$ cat src/rtl/rgb_hsv_pipe.sv
// Three-stage RGB->HSV converter with valid/ready backpressure and a USER sideband.
// Define RGB_HSV_MASK_EN to register an HSV-window match flag alongside out_h.
module rgb_hsv_pipe #(
    parameter int COMP_W = 8,
    parameter int SAT_W  = 8,
    parameter int USER_W = 3
) (
    input  logic              clk,
    input  logic              rst_n,
    input  logic              in_valid,
    output logic              in_ready,
    input  logic [COMP_W-1:0] in_r,
    input  logic [COMP_W-1:0] in_g,
    input  logic [COMP_W-1:0] in_b,
    input  logic [USER_W-1:0] in_user,
    output logic              out_valid,
    input  logic              out_ready,
    output logic [8:0]        out_h,
    output logic [SAT_W-1:0]  out_s,
    output logic [COMP_W-1:0] out_v,
    output logic [USER_W-1:0] out_user,
    input  logic [8:0]        cfg_h_lo,
    input  logic [8:0]        cfg_h_hi,
    input  logic [SAT_W-1:0]  cfg_s_min,
    input  logic [COMP_W-1:0] cfg_v_min,
    output logic              out_mask
);
    localparam int NUM_W   = COMP_W + 6;
    localparam int SATP_W  = COMP_W + SAT_W;
    localparam int SAT_MAX = (1 << SAT_W) - 1;

    typedef enum logic [1:0] {SEC_R = 2'd0, SEC_G = 2'd1, SEC_B = 2'd2} sector_e;

    logic adv;

    // Stage 1
    logic              s1_valid_q, s1_valid_d;
    logic [COMP_W-1:0] s1_max_q, s1_max_d, s1_diff_q, s1_diff_d, s1_num_q, s1_num_d;
    sector_e           s1_sec_q, s1_sec_d;
    logic              s1_pos_q, s1_pos_d;
    logic [USER_W-1:0] s1_user_q, s1_user_d;
    // Stage 2
    logic              s2_valid_q, s2_valid_d;
    logic [5:0]        s2_quo_q, s2_quo_d;
    logic [SAT_W-1:0]  s2_sat_q, s2_sat_d;
    sector_e           s2_sec_q, s2_sec_d;
    logic              s2_pos_q, s2_pos_d, s2_zero_q, s2_zero_d;
    logic [COMP_W-1:0] s2_max_q, s2_max_d;
    logic [USER_W-1:0] s2_user_q, s2_user_d;
    // Stage 3 (outputs)
    logic              out_valid_q, out_valid_d, out_mask_q, out_mask_d;
    logic [8:0]        out_h_q, out_h_d;
    logic [SAT_W-1:0]  out_s_q, out_s_d;
    logic [COMP_W-1:0] out_v_q, out_v_d;
    logic [USER_W-1:0] out_user_q, out_user_d;

    // The whole pipe moves as one; a stalled output freezes every stage.
    assign adv      = !out_valid_q || out_ready;
    assign in_ready = adv;

    always_comb begin
        logic [COMP_W-1:0] mx, mn, nm;
        sector_e           sec;
        logic              pos;
        // Ties resolve toward R, then G, which keeps greys in the R sector.
        if (in_r >= in_g && in_r >= in_b) begin
            sec = SEC_R; mx = in_r; pos = (in_g >= in_b);
            nm  = pos ? in_g - in_b : in_b - in_g;
        end else if (in_g >= in_b) begin
            sec = SEC_G; mx = in_g; pos = (in_b >= in_r);
            nm  = pos ? in_b - in_r : in_r - in_b;
        end else begin
            sec = SEC_B; mx = in_b; pos = (in_r >= in_g);
            nm  = pos ? in_r - in_g : in_g - in_r;
        end
        mn = in_r;
        if (in_g < mn) mn = in_g;
        if (in_b < mn) mn = in_b;

        s1_valid_d = adv ? in_valid : s1_valid_q;
        s1_max_d   = adv ? mx       : s1_max_q;
        s1_diff_d  = adv ? mx - mn  : s1_diff_q;
        s1_num_d   = adv ? nm       : s1_num_q;
        s1_sec_d   = adv ? sec      : s1_sec_q;
        s1_pos_d   = adv ? pos      : s1_pos_q;
        s1_user_d  = adv ? in_user  : s1_user_q;
    end

    always_comb begin
        logic [NUM_W-1:0]  num60, quo;
        logic [SATP_W-1:0] sat_full;
        num60 = NUM_W'(s1_num_q) * NUM_W'(60);
        quo   = '0;
        if (s1_diff_q != '0) quo = num60 / NUM_W'(s1_diff_q);
        sat_full = '0;
        if (s1_max_q != '0) sat_full = (SATP_W'(s1_diff_q) * SATP_W'(SAT_MAX)) / SATP_W'(s1_max_q);

        s2_valid_d = adv ? s1_valid_q          : s2_valid_q;
        s2_quo_d   = adv ? 6'(quo)             : s2_quo_q;
        s2_sat_d   = adv ? SAT_W'(sat_full)    : s2_sat_q;
        s2_sec_d   = adv ? s1_sec_q            : s2_sec_q;
        s2_pos_d   = adv ? s1_pos_q            : s2_pos_q;
        s2_zero_d  = adv ? (s1_diff_q == '0)   : s2_zero_q;
        s2_max_d   = adv ? s1_max_q            : s2_max_q;
        s2_user_d  = adv ? s1_user_q           : s2_user_q;
    end

    always_comb begin
        logic [9:0] q10, hue;
        logic       mask;
        q10 = 10'(s2_quo_q);
        case (s2_sec_q)
            SEC_R:   hue = s2_pos_q ? q10 : 10'd360 - q10;
            SEC_G:   hue = s2_pos_q ? 10'd120 + q10 : 10'd120 - q10;
            default: hue = s2_pos_q ? 10'd240 + q10 : 10'd240 - q10;
        endcase
        if (hue == 10'd360 || s2_zero_q) hue = 10'd0;

`ifdef RGB_HSV_MASK_EN
        begin
            logic hue_in;
            // lo > hi describes a window that wraps through 0 degrees.
            if (cfg_h_lo <= cfg_h_hi)
                hue_in = (hue[8:0] >= cfg_h_lo) && (hue[8:0] <= cfg_h_hi);
            else
                hue_in = (hue[8:0] >= cfg_h_lo) || (hue[8:0] <= cfg_h_hi);
            mask = hue_in && (s2_sat_q >= cfg_s_min) && (s2_max_q >= cfg_v_min);
        end
`else
        mask = 1'b0;
`endif

        out_valid_d = adv ? s2_valid_q : out_valid_q;
        out_h_d     = adv ? hue[8:0]   : out_h_q;
        out_s_d     = adv ? s2_sat_q   : out_s_q;
        out_v_d     = adv ? s2_max_q   : out_v_q;
        out_user_d  = adv ? s2_user_q  : out_user_q;
        out_mask_d  = adv ? mask       : out_mask_q;
    end

`ifndef RGB_HSV_MASK_EN
    logic unused_cfg;
    assign unused_cfg = ^{cfg_h_lo, cfg_h_hi, cfg_s_min, cfg_v_min};
`endif

    always_ff @(posedge clk or negedge rst_n) begin
        if (!rst_n) begin
            s1_valid_q  <= 1'b0;  s1_max_q  <= '0;  s1_diff_q <= '0;  s1_num_q <= '0;
            s1_sec_q    <= SEC_R; s1_pos_q  <= 1'b0; s1_user_q <= '0;
            s2_valid_q  <= 1'b0;  s2_quo_q  <= '0;  s2_sat_q  <= '0;  s2_sec_q <= SEC_R;
            s2_pos_q    <= 1'b0;  s2_zero_q <= 1'b0; s2_max_q <= '0;  s2_user_q <= '0;
            out_valid_q <= 1'b0;  out_h_q   <= '0;  out_s_q   <= '0;  out_v_q  <= '0;
            out_user_q  <= '0;    out_mask_q <= 1'b0;
        end else begin
            s1_valid_q  <= s1_valid_d;  s1_max_q  <= s1_max_d;  s1_diff_q <= s1_diff_d;
            s1_num_q    <= s1_num_d;    s1_sec_q  <= s1_sec_d;  s1_pos_q  <= s1_pos_d;
            s1_user_q   <= s1_user_d;
            s2_valid_q  <= s2_valid_d;  s2_quo_q  <= s2_quo_d;  s2_sat_q  <= s2_sat_d;
            s2_sec_q    <= s2_sec_d;    s2_pos_q  <= s2_pos_d;  s2_zero_q <= s2_zero_d;
            s2_max_q    <= s2_max_d;    s2_user_q <= s2_user_d;
            out_valid_q <= out_valid_d; out_h_q   <= out_h_d;   out_s_q   <= out_s_d;
            out_v_q     <= out_v_d;     out_user_q <= out_user_d; out_mask_q <= out_mask_d;
        end
    end

    assign out_valid = out_valid_q;
    assign out_h     = out_h_q;
    assign out_s     = out_s_q;
    assign out_v     = out_v_q;
    assign out_user  = out_user_q;
    assign out_mask  = out_mask_q;
endmodule

$ cat config.mk
export PLATFORM = sky130hd
export DESIGN_NAME = rgb_hsv_pipe
export DESIGN_NICKNAME = d
export VERILOG_FILES = /design/src/rtl/rgb_hsv_pipe.sv
export SDC_FILE = /design/constraint.sdc
export NUM_CORES = 1
export LEC_CHECK = 0
export ABC_AREA = 1
export BUFFER_PORTS_ARGS = -buffer_cell sky130_fd_sc_hd__buf_2
export CORE_MARGIN = 2
export CORE_UTILIZATION = 40
export CTS_BUF_LIST = sky130_fd_sc_hd__clkbuf_8 sky130_fd_sc_hd__clkbuf_16
export CTS_CLUSTER_DIAMETER = 30
export DETAILED_ROUTE_END_ITERATION = 6
export GPL_ROUTABILITY_DRIVEN = 1
export PLACE_DENSITY = 0.59
export SLEW_MARGIN = 20
export SYNTH_ARGS = -nofsm -noshare
export SYNTH_HDL_FRONTEND = slang
export SYNTH_SLANG_ARGS = --single-unit
$ cat constraint.sdc
create_clock -name clk -period 40.2 [get_ports clk]
set_clock_uncertainty 0.15 [all_clocks]
set_input_delay 2.01 -clock clk [delete_from_list [all_inputs] [get_ports clk]]
set_output_delay 2.01 -clock clk [all_outputs]
set_load 0.01 [all_outputs]
==> flow_metrics.py <==
metrics = {
    "run_status": {
        "outcome": "completed",
    },
    "cts": {
        "cts_sinks": 90,
        "cts_hold_buf": 0,
        "cts.repair.resized": 0,
        "h-tree-depth": 3,
        "clock_latency_ns": 0.37,
        "clkTransAtPathRegs_ns": 0.08,
        "clk_path_buf_depth": 2,
        "cts_tree": "done",
        "cts-root-buf": "clkbuf_16",
        "cts_buffers": 9,
        "postCtsSetupRepairBufs": 0,
    },
    "floorplanning": {
        "coreArea_sq_um": 44100,
        "die_w_um": 215,
        "ioPinCount": 96,
        "chipHeight_um": 215,
        "start_util": 0.404,
        "rows": 77,
        "die-area_sq_um": 46200,
    },
    "synthesis": {
        "syn_inst": 2579,
        "syn_nets": 3012,
        "synth_ff_type": "dfrtp_1",
        "syn_area_per_cell_sq_um": 6.91,
        "synth.most_common_cell": "nand2_1",
        "ys_top_cells_by_area": "ha_1 (22%), nand2_1 (13%), dfrtp_1 (13%)",
        "synth.ff_latch_count": 90,
        "synth_top_area_share": 0.224,
        "async_flop_share": 1.00,
        "synth_warnings": 0,
        "post-synth-top-area-cell": "ha_1",
        "netlist_area_sq_um": 17800,
        "synth_commonest_cells": "nand2_1 (606), inv_1 (358), ha_1 (319)",
        "synth_edf_count": 0,
        "synth_cell_type_count": 62,
        "yosysSeqAreaShare": 0.126,
    },
    "placed_design": {
        "hpwl_um": 36400,
        "place.gp.congestion": 0.904,
        "dp.cells": 3200,
        "portBuffers": 60,
    },
    "critical_path": {
        "required_ns": 40.32,
        "path_class": "flip-flop to flip-flop",
        "slowest_delay_ns": 0.72,
        "cp.arrival_ns": 34.10,
        "crit_path_max_fanout": 17,
        "cp_slowest_cell": "dfrtp_1",
        "worst_setup_path_start_kind": "flip-flop",
        "r2r-end": "s2_sat_q[0]$_DFFE_PN0P_",
        "cpMostUsedCell": "nand2_1",
        "r2r_cells": 222,
        "end_kind": "flip-flop",
        "rrSetupSlack_ns": 6.22,
        "regToRegStartpoint": "s1_diff_q[7]$_DFFE_PN0P_",
    },
    "global_route": {
        "grt_overflow": 0,
        "grtUsageMet2": 0.338,
        "use_met3": 0.0285,
        "antenna_found_initial": 2,
        "grt_max_degree": 71,
        "grt-busiest-layer": "met2",
        "grt_pass1_wl_um": 76600,
        "met1_usage": 0.260,
        "first_global_vias": 16100,
        "grt_usage": 0.197,
    },
    "sta": {
        "maxSlewViolCount": 0,
        "setup_tns_ns": 0,
        "tightestPinTransition_ns": 0.960,
        "hold_violations": 0,
        "timing.final.crit_share": 0.845,
        "relSlewSlack": 0.360,
        "fin_crit_ns": 33.98,
        "rsz0062_at_grt": "no",
        "setup_viol": 0,
        "max_freq_mhz": 29.4,
        "hold_ws_ns": 0.323,
    },
    "route": {
        "wire_per_inst_um": 13.9,
        "drt_first_iter_violations": 854,
        "drtPass1Iterations": 5,
        "viasPerCell": 5.11,
        "ant_nets": 0,
        "wl_um": 44700,
        "drc_errors": 0,
        "vias": 16500,
    },
    "cells_and_area": {
        "drive_above_1_share": 0.0789,
        "syn2layout_area_growth_pct": 7.11,
        "nNetsFinal": 3053,
        "fin_cells": 3218,
        "post-route-util": 0.432,
    },
    "min_path": {
        "hold_path.class": "flip-flop to flip-flop",
        "hold_start": "s2_user_q[2]$_DFFE_PN0P_",
        "holdPathEnd": "out_user[2]$_DFFE_PN0P_",
        "whs_path_depth": 2,
    },
    "job": {
        "timing.max_cap.violations": 0,
    },
}
==> sequential cells by signal, indices dropped and copies added (netlist names), 6 cells and up <==
signal,count
out_h,9
s2_max_q,8
s1_max_q,8
s1_diff_q,8
s2_sat_q,8
out_v,8
s2_quo_q,6
s1_num_q,8
out_s,8
==> worst max-delay path: cells and delay by family (launching register included) <==
family                     cells  cell delay, ns
AOI/OAI and AO/OA             78           13.03
adders and majority gates     21            6.60
buffers and inverters         36            3.92
DFF                            1            0.72
and+or+nand+nor               87            9.38
==> through the flow <==
| stage | setup WS, ns | instance area, sq um |
|---|---|---|
| after floorplan | 9.86 | 17800 |
| after global placement | 7.08 | 18800 |
| after detailed placement | 6.31 | 18800 |
| after CTS | 6.14 | 19100 |
| after global routing | 2.32 | 19100 |
| final | 6.22 | 19100 |
==> metal layers <==
metal | share of wire | vias up
met5 | 0.00029 | -
met4 | 0.022 | 2
met3 | 0.035 | 70
met2 | 0.45 | 260
met1 | 0.49 | 7502
li1 | - | 8624
==> placed cells by master, fill, tap and decap left out, drive strengths merged, types with 6 or more instances in the layout <==
cell type,count
or2,28
a21o,56
o211ai,14
o22ai,18
inv,378
a221oi,6
nand4,22
o31ai,10
clkinv,7
nand3b,16
dfrtp,90
nor3,20
ha,319
o21a,6
a31oi,9
clkbuf,9
a21oi,108
nor2,141
o221ai,9
o21ai,250
o21bai,25
buf,73
fa,49
xnor2,72
xor2,70
nand2,641
nand3,144
==> how the worst max path moves through the flow <==
stage                              end                      from
3_3_place_gp   s2_sat_q[0]$_DFFE_PN0P_  s1_diff_q[7]$_DFFE_PN0P_
3_5_place_dp   s2_sat_q[0]$_DFFE_PN0P_  s1_diff_q[7]$_DFFE_PN0P_
5_1_grt        s2_sat_q[0]$_DFFE_PN0P_  s1_diff_q[7]$_DFFE_PN0P_
2_1_floorplan  s2_sat_q[0]$_DFFE_PN0P_  s1_diff_q[3]$_DFFE_PN0P_
6_report       s2_sat_q[0]$_DFFE_PN0P_  s1_diff_q[7]$_DFFE_PN0P_
4_1_cts        s2_sat_q[0]$_DFFE_PN0P_  s1_diff_q[7]$_DFFE_PN0P_
==> layout make-up <==
type	count	area (sq um)
well taps	592	741
diodes	1	2.50
flip-flops and latches	90	2250
fillers	4659	25000
clock buffers	9	225
multi-input cells	2068	14000
repair buffers	73	400
clock inverters	7	76.3
inverters	378	1420
==> kinds of logic (layout without fill, tap and decap cells) <==
family	Yosys count	after routing	share of synthesized area
and+or+nand+nor	1023	1023	0.254
AOI/OAI and AO/OA	529	529	0.177
buffers and inverters	421	467	0.0903
adders and majority gates	368	368	0.279
xor gates and xnor gates	142	142	0.0698
DFF	90	90	0.126
muxes	5	5	0.00281
other	1	2	0.000211
Power is not shown: default switching activity piles up to over one toggle a cycle in this logic, so the estimate is an artifact.
